==> config.mk <==
export PLATFORM = sky130hd
export DESIGN_NAME = compare_8_serial
export DESIGN_NICKNAME = d
export VERILOG_FILES = /design/src/rtl/compare_8_serial_pkg.sv /design/src/rtl/compare_8_serial_bit_counter.sv /design/src/rtl/compare_8_serial.sv
export SDC_FILE = /design/constraint.sdc
export NUM_CORES = 1
export LEC_CHECK = 0
export ABC_AREA = 1
export CORE_MARGIN = 1
export CORE_UTILIZATION = 50
export CTS_CLUSTER_DIAMETER = 50
export CTS_CLUSTER_SIZE = 10
export DETAILED_ROUTE_END_ITERATION = 8
export PLACE_DENSITY = 0.77
export SLEW_MARGIN = 20
export SYNTH_ARGS = -nofsm -noshare
export SYNTH_HDL_FRONTEND = slang
export SYNTH_SLANG_ARGS = --single-unit
==> constraint.sdc <==
create_clock -name clk -period 3.1 [get_ports clk]
set_input_delay 0.31 -clock clk [delete_from_list [all_inputs] [get_ports clk]]
set_output_delay 0.31 -clock clk [all_outputs]
set_load 0.005 [all_outputs]
==> src/rtl/compare_8_serial_pkg.sv <==
// Shared definitions for the bit-serial magnitude comparator.
// State encodings and default operand width.
package compare_8_serial_pkg;

  localparam int CMP_WIDTH = 8;

  typedef enum logic [1:0] {
    S_IDLE  = 2'd0,
    S_SHIFT = 2'd1,
    S_DONE  = 2'd2
  } state_e;

endpackage

==> src/rtl/compare_8_serial_bit_counter.sv <==
// Saturating beat counter for the serial comparator.
// Flags the beat that completes a WIDTH-bit operand.
module compare_8_serial_bit_counter #(
  parameter int WIDTH = 8
) (
  input  logic clk,
  input  logic rst_n,
  input  logic clr,
  input  logic inc,
  output logic last
);

  localparam int CW = $clog2(WIDTH + 1);

  logic [CW-1:0] count_q;
  logic [CW-1:0] count_d;

  always_comb begin
    count_d = count_q;
    if (clr)
      count_d = '0;
    else if (inc && (count_q != CW'(WIDTH)))
      count_d = count_q + CW'(1);
  end

  assign last = inc && (count_q == CW'(WIDTH - 1));

  always_ff @(posedge clk) begin
    if (!rst_n)
      count_q <= '0;
    else
      count_q <= count_d;
  end

endmodule

==> src/rtl/compare_8_serial.sv <==
// Bit-serial unsigned comparator: operands arrive MSB first,
// one bit pair per accepted beat; results pulse out with done.
module compare_8_serial
  import compare_8_serial_pkg::*;
#(
  parameter int WIDTH = CMP_WIDTH
) (
  input  logic clk,
  input  logic rst_n,
  input  logic start,
  input  logic abort,
  input  logic in_valid,
  input  logic a_bit,
  input  logic b_bit,
  output logic ready,
  output logic busy,
  output logic done,
  output logic equal,
  output logic a_gt_b,
  output logic a_lt_b
);

  state_e state_q, state_d;
  logic   decided_q, decided_d;
  logic   dgt_q, dgt_d;
  logic   dlt_q, dlt_d;
  logic   done_q, done_d;
  logic   eq_q, eq_d;
  logic   gt_q, gt_d;
  logic   lt_q, lt_d;
  logic   cnt_clr;
  logic   cnt_inc;
  logic   cnt_last;

  compare_8_serial_bit_counter #(
    .WIDTH(WIDTH)
  ) u_cnt (
    .clk  (clk),
    .rst_n(rst_n),
    .clr  (cnt_clr),
    .inc  (cnt_inc),
    .last (cnt_last)
  );

  // The running decision is kept apart from the visible
  // results so the outputs stay 0 until done.
  always_comb begin
    state_d   = state_q;
    decided_d = decided_q;
    dgt_d     = dgt_q;
    dlt_d     = dlt_q;
    done_d    = 1'b0;
    eq_d      = eq_q;
    gt_d      = gt_q;
    lt_d      = lt_q;
    cnt_clr   = 1'b0;
    cnt_inc   = 1'b0;
    unique case (state_q)
      S_IDLE, S_DONE: begin
        if (start) begin
          state_d   = S_SHIFT;
          cnt_clr   = 1'b1;
          decided_d = 1'b0;
          dgt_d     = 1'b0;
          dlt_d     = 1'b0;
          eq_d      = 1'b0;
          gt_d      = 1'b0;
          lt_d      = 1'b0;
        end
      end
      S_SHIFT: begin
        if (abort) begin
          state_d   = S_IDLE;
          cnt_clr   = 1'b1;
          decided_d = 1'b0;
          dgt_d     = 1'b0;
          dlt_d     = 1'b0;
          eq_d      = 1'b0;
          gt_d      = 1'b0;
          lt_d      = 1'b0;
        end else if (in_valid) begin
          cnt_inc = 1'b1;
          if (!decided_q && (a_bit != b_bit)) begin
            decided_d = 1'b1;
            dgt_d     = a_bit;
            dlt_d     = b_bit;
          end
          if (cnt_last) begin
            state_d = S_DONE;
            done_d  = 1'b1;
            eq_d    = ~decided_d;
            gt_d    = dgt_d;
            lt_d    = dlt_d;
          end
        end
      end
      default: begin
        state_d = S_IDLE;
        cnt_clr = 1'b1;
      end
    endcase
  end

  always_ff @(posedge clk) begin
    if (!rst_n) begin
      state_q   <= S_IDLE;
      decided_q <= 1'b0;
      dgt_q     <= 1'b0;
      dlt_q     <= 1'b0;
      done_q    <= 1'b0;
      eq_q      <= 1'b0;
      gt_q      <= 1'b0;
      lt_q      <= 1'b0;
    end else begin
      state_q   <= state_d;
      decided_q <= decided_d;
      dgt_q     <= dgt_d;
      dlt_q     <= dlt_d;
      done_q    <= done_d;
      eq_q      <= eq_d;
      gt_q      <= gt_d;
      lt_q      <= lt_d;
    end
  end

  assign ready  = (state_q == S_SHIFT);
  assign busy   = (state_q == S_SHIFT);
  assign done   = done_q;
  assign equal  = eq_q;
  assign a_gt_b = gt_q;
  assign a_lt_b = lt_q;

endmodule

**Word-level counts from Yosys, hierarchy flattened**

Index checks and enable logic that the tools add are counted.

- Register bits: 13
- Output and inout port bits: 6
- Bits of input ports: 7
- Word-level logic and storage cells: 74

- Bitwise logic cells: 4
- Equality and inequality tests: 8
- $add $sub $neg: 1
- Multiplexer cells: 40
- Reductions and logical operators: 12

Operators with widths:

| operator | number |
|---|---|
| two-way mux 1 bit | 28 |
| case mux 1 bit (2 select lines) | 7 |
| two-way mux 2 bit | 4 |
| AND reduction 3 bit | 2 |
| adder 4 x 1 -> 4 bit (second input constant) | 1 |
| == test 4 x 3 -> 1 bit (second input constant) | 1 |
| != test 4 bit (second input constant) | 1 |
| inverter 1 bit | 4 |
| case mux 2 bit (2 select lines) | 1 |
| AND reduction 4 bit | 1 |
| OR reduction 2 bit | 2 |
| OR reduction 4 bit | 1 |
| logical AND 1 bit | 3 |
| != test 3 x 2 -> 1 bit (second input constant) | 1 |
| != test 3 bit (second input constant) | 1 |
| == test 2 x 1 -> 1 bit (second input constant) | 1 |
| == test 2 bit (second input constant) | 1 |
| logical NOT 2 bit | 1 |
| != test 2 bit (second input constant) | 1 |
| nonzero test 2 bit | 1 |
| logical NOT 1 bit | 1 |
| != test 1 bit | 1 |

**Longest topological paths before layout**

Gate-level depths: netlist of the first run.

- Depth after elaboration: 11
- Mapped depth: 8
- Depth with buffers taken out: 8

**By module**

From an unflattened synthesis of the first run, not the netlist that was laid out.

- Cells, all modules: 113
- Area, all modules: 737.0 um^2

Modules (own cells, without submodules):

| module | times used | area an instance (um^2) | sequential area each (um^2) | cells an instance |
|---|---|---|---|---|
| compare_8_serial | 1 | 516.7 | 180.2 | 80 |
| compare_8_serial_bit_counter | 1 | 220.2 | 80.1 | 33 |

**Least setup slack after synthesis of the first run**

OpenSTA, ideal clock, no wires.

- Kind: register -> register
- From: register u_cnt.count_q[0]
- To: register gt_q (netlist: a_gt_b)
- Data arrival time: 1058 ps
- Library setup time: 115 ps
- Required time: 2985 ps
- Setup slack: 1927 ps
- Buffers on the path: 0
- Cell stages (with the launch flop): 7
- Period minus slack after synthesis: 1173 ps
- Path through: dfxtp_1 ha_1 nand3_1 o21ai_2 nand3_1 nand2_1 nor2_1

- Longest elaborated chain between the ends: 4

Ends and longest elaborated chain:

| element | line | RTL |
|---|---|---|
| start, declared | compare_8_serial_bit_counter.sv:15 | `logic [CW-1:0] count_q;` |
| start signal, assigned | compare_8_serial_bit_counter.sv:32 | `count_q <= count_d;` |
| == test 4 x 3 -> 1 bit | compare_8_serial_bit_counter.sv:26 | `assign last = inc && (count_q == CW'(WIDTH - 1));` |
| logical AND 1 bit | compare_8_serial_bit_counter.sv:26 |  |
| != test 3 x 2 -> 1 bit (no line) | n/a |  |
| AND reduction 4 bit (no line) | n/a |  |
| end signal, assigned | compare_8_serial.sv:121 | `gt_q <= gt_d;` |
| end, declared | compare_8_serial.sv:29 | `logic gt_q, gt_d;` |

No other way between the ends.
A chain may end at the register's enable or synchronous reset.

**Worst setup path after layout of the first run**

- From: register state_q[0]
- To: output port ready

- Longest elaborated chain between the ends: 1

Ends and longest elaborated chain:

| element | line | RTL |
|---|---|---|
| start, declared | compare_8_serial.sv:23 | `state_e state_q, state_d;` |
| start signal, assigned | compare_8_serial.sv:115 | `state_q <= state_d;` |
| == test 2 x 1 -> 1 bit | compare_8_serial.sv:126 | `assign ready = (state_q == S_SHIFT);` |
| end, declared | compare_8_serial.sv:15 | `output logic ready,` |

No other way between the ends.

==> impl_metrics.py, run 1 <==
metrics = {
    "outcome": {
        "outcome": "finished clean",
    },
    "critical_path": {
        "cp_data_arrival_time_ns": 1.40,
        "reg2reg_depth": 6,
        "startpoint_type": "register",
        "timing.rr.start": "u_cnt.count_q[0]$_SDFFE_PP0P_",
        "slowest_stage": "clkdlybuf4s50_1",
        "max_stage_delay_ns": 0.52,
        "worstReg2RegEnd": "a_gt_b$_SDFFE_PN0P_",
        "endpoint_kind": "output port",
        "critPathMaxFanout": 3,
        "regToRegSetupSlack_ns": 1.75,
        "path_cells": "inv_1 > nor2_1 > clkdlybuf4s50_1",
        "path_class": "reg -> out",
        "required_ns": 2.79,
    },
    "timing": {
        "finClkSkew_ns": 0.001254,
        "timing.final.crit_share_pct": 55.29,
        "tightest_slew_ns": 0.6255,
        "fin_crit_ns": 1.714,
        "hold_slack_ns": 0.4795,
        "setup_ws_ns": 1.386,
        "hold_viol_final": 0,
        "max_freq_mhz": 583.5,
        "rsz0062_at_grt": "false",
        "slew_violations": 0,
        "slew_headroom_pct": 57.86,
        "finalSetupTns_ns": 0,
        "final-setup-viol-count": 0,
    },
    "floorplanning": {
        "ios": 13,
        "start_util_pct": 57.49,
        "die_area_sq_mm": 0.001516,
        "die_y_um": 38.93,
        "fp-row-count": 12,
        "die_x_um": 38.93,
        "core_area_sq_mm": 0.001186,
    },
    "power_and_ir_drop": {
        "powerDensity_mw_per_mm2": 407.5,
        "ir_drop_v": 0.0002330,
        "total_power_uw": 341.6,
        "cellLeakagePower_uw": 0.0003718,
    },
    "synthesis": {
        "synth_top_cells_by_count": "29 x nand2_1, 13 x dfxtp_1, 12 x inv_1",
        "synthXorXnorAreaFrac_pct": 2.569,
        "synth_cell_types": 19,
        "synthAdderAreaFrac_pct": 3.670,
        "ys_seq_area_share_pct": 38.17,
        "synth_area_sq_um": 681.9,
        "yosys.area.top_type_share_pct": 38.17,
        "ys_seq_elements": 13,
        "synth_area_leaders": "dfxtp_1 38%, nand2_1 16%, a21oi_1 8.1%",
        "synthFlopType": "dfxtp_1",
        "synth_compound_area_share_pct": 11.56,
        "yosys.cell_count.top_type": "nand2_1",
        "postSynth.asyncResetShare_pct": 0,
        "syn_nets": 106,
        "synth_edf_count": 0,
        "yosysWarningCount": 0,
        "syn_avg_cell_area_sq_um": 7.030,
        "synth_cells": 97,
        "synth_top_family_by_area": "simple AND/OR/NAND/NOR gates",
        "synth.largest_area_cell": "dfxtp_1",
        "synthMuxAreaShare_pct": 0,
        "synth_simple_gate_area_share_pct": 35.78,
    },
    "global_route": {
        "antenna_found_initial": 0,
        "grt_use_met1_pct": 27.30,
        "grt.overflow.total": 0,
        "met3_usage_pct": 6.936,
        "grt_pass1_wl_um": 2366,
        "grt_pass1_vias": 593,
        "grt_max_degree": 8,
        "grt_usage_pct": 24.19,
        "grt.busiest_layer": "met2",
        "use_met2_pct": 39.17,
    },
    "cts": {
        "htreeDepth": 1,
        "cts_hold_buf": 0,
        "cts_root_buf": "clkbuf_4",
        "path_clk_slew_ns": 0.08,
        "cts_buffer_depth": 2,
        "numClockSinks": 13,
        "cts_resized": 0,
        "clkLatencyLatePin_ns": 0.28,
        "cts_made_buffers": 3,
        "postCtsSetupRepairBufs": 0,
        "tritoncts": "built",
    },
    "finish": {
        "final_area_sq_um": 838.3,
        "nNetsFinal": 122,
        "synthToLayoutAreaGrowth_pct": 22.94,
        "fillCellCount": 107,
        "n_antenna_cell": 0,
        "drive_gt1_share_pct": 9.821,
    },
    "route": {
        "vias": 658,
        "avgViaCountPerCell": 5.222,
        "drcViolationCount": 0,
        "ant_nets": 0,
        "drt-total-wl_um": 1385,
        "drt_iter0_markers": 17,
        "firstDrtPassIters": 4,
        "wl_per_cell_um": 10.99,
    },
    "worst_hold_path": {
        "holdCritStartpoint": "u_cnt.count_q[3]$_SDFFE_PP0P_",
        "min_path_type": "reg -> reg",
        "holdPathEnd": "u_cnt.count_q[3]$_SDFFE_PP0P_",
        "worstHoldPathCells": 2,
    },
    "placed_design": {
        "numPortBuffers": 12,
        "pre_cts_ws_ns": 1.342,
        "dpl_cell_area_sq_um": 812.0,
        "dp_hpwl_um": 1038,
        "routabilityCongestion": 0.8235,
    },
    "flow_run": {
        "max-cap-violations": 0,
    },
}
area by class of cell:
class	instances	area (sq um)	area share (%)
multi-input cells	70	365.4	43.58
flip-flops and latches	13	260.3	31.04
repair buffers	12	120.1	14.33
inverters	13	48.80	5.821
clock buffers	4	26.28	3.134
well taps	14	17.52	2.090
power breakdown:
group / switching (uW) / internal, uW
combinational: 29.3 / 26.0
clock: 59.5 / 50.1
sequential: 3.98 / 173
worst max path at each step:
stage / from / endpoint / slack [ns]
2_1_floorplan: u_cnt.count_q[0]$_SDFFE_PP0P_ / a_gt_b$_SDFFE_PN0P_ / 1.93
3_3_place_gp: abort / u_cnt.count_q[3]$_SDFFE_PP0P_ / 1.36
3_5_place_dp: abort / u_cnt.count_q[0]$_SDFFE_PP0P_ / 1.34
4_1_cts: state_q[0]$_SDFFE_PN0P_ / busy / 1.38
5_1_grt: state_q[0]$_SDFFE_PN0P_ / ready / 1.29
6_report: state_q[0]$_SDFFE_PN0P_ / ready / 1.39
worst max-delay path: cells and delay by family, from the launching register on:
family        cells  cell delay (ns)
simple gates      1             0.16
buf+inv           2             0.61
flops             1             0.35
through the flow:
| stage | util (%) | std cells |
|---|---|---|
| CTS | 70.68 | 126 |
| detailed placement | 68.46 | 122 |
| global placement | 68.46 | 122 |
| global route | 70.68 | 126 |
| floorplan | - | 97 |
| finish | 70.68 | 126 |
sequential cells by signal, summed over array words and instances, names as in the netlist:
signal / flops
state_q: 2
dlt_q: 1
a_lt_b: 1
a_gt_b: 1
done: 1
u_cnt.count_q: 4
decided_q: 1
equal: 1
dgt_q: 1
layout by cell type, fill, tap and decap left out, types with 2 or more instances in the layout:
master,netlist,layout
clkdlybuf4s50_1,0,12
a21oi_1,11,11
nor2_1,8,8
clkbuf_4,0,3
ha_1,2,2
inv_1,12,12
nand3_1,8,8
dfxtp_1,13,13
xor2_1,2,2
nand2_1,29,29
o21ai_0,2,2
routing by layer:
layer / share of wire [%] / up-vias
li1: - / 339
met1: 47 / 292
met2: 46 / 22
met3: 4.3 / 5
met4: 2.9 / 0
met5: 0 / -
cells by family (layout without fill, tap and decap cells):
| group | Yosys count | count (layout) |
|---|---|---|
| fa+ha+maj | 2 | 2 |
| buf+inv | 14 | 29 |
| simple gates | 51 | 51 |
| xor+xnor | 2 | 2 |
| compound gates | 15 | 15 |
| flops | 13 | 13 |
No activity file was read; power rests on OpenSTA's default activity.
==> inputs of run 2 (changes only) <==
- CORE_UTILIZATION: 50 -> 44
- PLACE_DENSITY: 0.77 -> 0.72
- clock period: 3.1 -> 1.5 ns (I/O delays scaled with it)
==> run 2 against run 1 <==
Sequential power up 110%. Critical endpoint is now a_lt_b$_SDFFE_PN0P_. Sequential cell count unchanged. Via count down 2.6%. Largest power group unchanged. Core utilization down 6.9 points. Clock power up 100%.
==> impl_metrics.py, run 2 (synthesis results as in run 1) <==
metrics = {
    "critical_path": {
        "required_ns": 1.68,
        "endpoint_kind": "register",
        "critPathMaxFanout": 7,
        "startpoint_type": "register",
        "path_class": "reg -> reg",
        "cp_data_arrival_time_ns": 1.50,
    },
    "finish": {
        "top_register": "u_cnt.count_q",
        "multi_input_area_sq_um": 367.9,
        "fillCellCount": 146,
        "final_common_cell": "nand2_1",
        "reg_top3": "u_cnt.count_q (4), state_q (2)",
        "nNetsFinal": 125,
        "synthToLayoutAreaGrowth_pct": 27.71,
        "final_area_sq_um": 870.8,
        "final_cell_mix": "29 x nand2_1, 12 x dfxtp_1, 11 x inv_1, 11 x a21oi_1, 10 x clkdlybuf4s50_1",
        "largest_register_ffs": 4,
        "drive_gt1_share_pct": 14.78,
        "final_core_util_pct": 63.74,
        "n_antenna_cell": 0,
        "seq_area_sq_um": 261.5,
    },
    "timing": {
        "fin_crit_ns": 1.317,
        "finClkSkew_ns": 0.0009587,
        "final-setup-viol-count": 0,
        "slew_violations": 0,
        "finalSetupTns_ns": 0,
        "hold_slack_ns": 0.4499,
        "setup_ws_ns": 0.1834,
        "tightest_slew_ns": 0.2798,
        "max_freq_mhz": 759.5,
        "rsz0062_at_grt": "false",
        "timing.final.crit_share_pct": 87.78,
        "hold_viol_final": 0,
        "slew_headroom_pct": 81.29,
    },
    "cts": {
        "htreeDepth": 1,
        "tritoncts": "built",
        "path_clk_slew_ns": 0.08,
        "cts_hold_buf": 0,
        "clkLatencyLatePin_ns": 0.28,
        "cts_buffer_depth": 2,
        "cts_made_buffers": 3,
        "numClockSinks": 13,
        "cts_root_buf": "clkbuf_4",
    },
    "route": {
        "wl_per_cell_um": 10.22,
        "drcViolationCount": 0,
        "vias": 641,
        "firstDrtPassIters": 4,
        "avgViaCountPerCell": 4.931,
        "drt-total-wl_um": 1329,
        "drt_iter0_markers": 4,
        "ant_nets": 0,
    },
    "floorplanning": {
        "die_y_um": 41.37,
        "start_util_pct": 49.91,
        "die_x_um": 41.37,
        "fp-row-count": 13,
        "core_area_sq_mm": 0.001366,
        "die_area_sq_mm": 0.001711,
        "ios": 13,
    },
    "global_route": {
        "grt.busiest_layer": "met2",
        "grt_pass1_vias": 538,
        "grt_usage_pct": 20.07,
        "grt.overflow.total": 0,
        "met3_usage_pct": 4.787,
        "use_met2_pct": 29.30,
        "grt_use_met1_pct": 25.48,
        "grt_max_degree": 8,
        "grt_pass1_wl_um": 2173,
        "antenna_found_initial": 0,
    },
    "flow_run": {
        "max-cap-violations": 0,
    },
    "placed_design": {
        "routabilityCongestion": 0.7832,
        "dp_hpwl_um": 1056,
        "numPortBuffers": 12,
        "dpl_cell_area_sq_um": 835.8,
        "pre_cts_ws_ns": 0.02879,
    },
    "worst_hold_path": {
        "min_path_type": "in -> reg",
    },
    "power_and_ir_drop": {
        "ir_drop_v": 0.0004662,
        "powerDensity_mw_per_mm2": 815.0,
        "cellLeakagePower_uw": 0.0004153,
    },
    "outcome": {
        "outcome": "finished clean",
    },
}
[run 2: cell count changes in the layout (fill, tap and decap cells not counted)]
cell | previous run | this run
nor2_2 | 0 | 1
dfxtp_2 | 0 | 1
clkdlybuf4s50_1 | 12 | 10
dlymetal6s2s_1 | 0 | 2
buf_4 | 0 | 3
nor2_1 | 8 | 7
inv_2 | 1 | 2
dfxtp_1 | 13 | 12
inv_1 | 12 | 11
[run 2: stage by stage]
step | std cells | total power [uW]
6_report | 130 | 709.7
5_1_grt | 130 | 740.0
4_1_cts | 130 | 718.5
3_5_place_dp | 126 | 493.3
3_3_place_gp | 126 | 492.1
2_1_floorplan | 97 | 438.5
[run 2: path summary, 6_finish.rpt]
check                           cells past startpoint  slack [ns]                 endpoint                           from
worst max-delay path                                6        0.18      a_lt_b$_SDFFE_PN0P_  u_cnt.count_q[1]$_SDFFE_PP0P_
worst min-delay path                                3        0.45  state_q[0]$_SDFFE_PN0P_                          start
worst max register to register                      6        0.18      a_lt_b$_SDFFE_PN0P_  u_cnt.count_q[1]$_SDFFE_PP0P_
worst min register to register                      2        0.48      a_lt_b$_SDFFE_PN0P_            a_lt_b$_SDFFE_PN0P_
[run 2: layout make-up]
cell class,instances,share of cell area (%)
clock buffers,4,3.017
inverters,13,5.603
multi-input cells,70,42.24
flip-flops and latches,13,30.03
well taps,15,2.155
repair buffers,15,16.95
[run 2: layer usage]
| metal | part of all wire [%] | up-vias |
|---|---|---|
| met4 | 3.8 | 0 |
| met1 | 50 | 272 |
| met5 | 0 | - |
| li1 | - | 348 |
| met2 | 41 | 16 |
| met3 | 5.6 | 5 |
[run 2: power by group]
group,switching (uW),internal [uW],total (uW)
Clock,121,103,224
Combinational,60.1,58.6,119
Sequential,9.38,357,367
[run 2: worst max-delay path, cell delays in order, from the launching register on]
cell	delay, ns
dfxtp_1	0.38
ha_1	0.19
nand3_1	0.14
o21ai_2	0.28
nand2_1	0.10
nand3_1	0.07
nand2_1	0.05
[run 2: what timing repair did]
action                                  CTS  global route
endpoints found under the setup margin    2             2
setup buffers                             0             0
resized for setup                         3             2
pin swaps                                 0             1
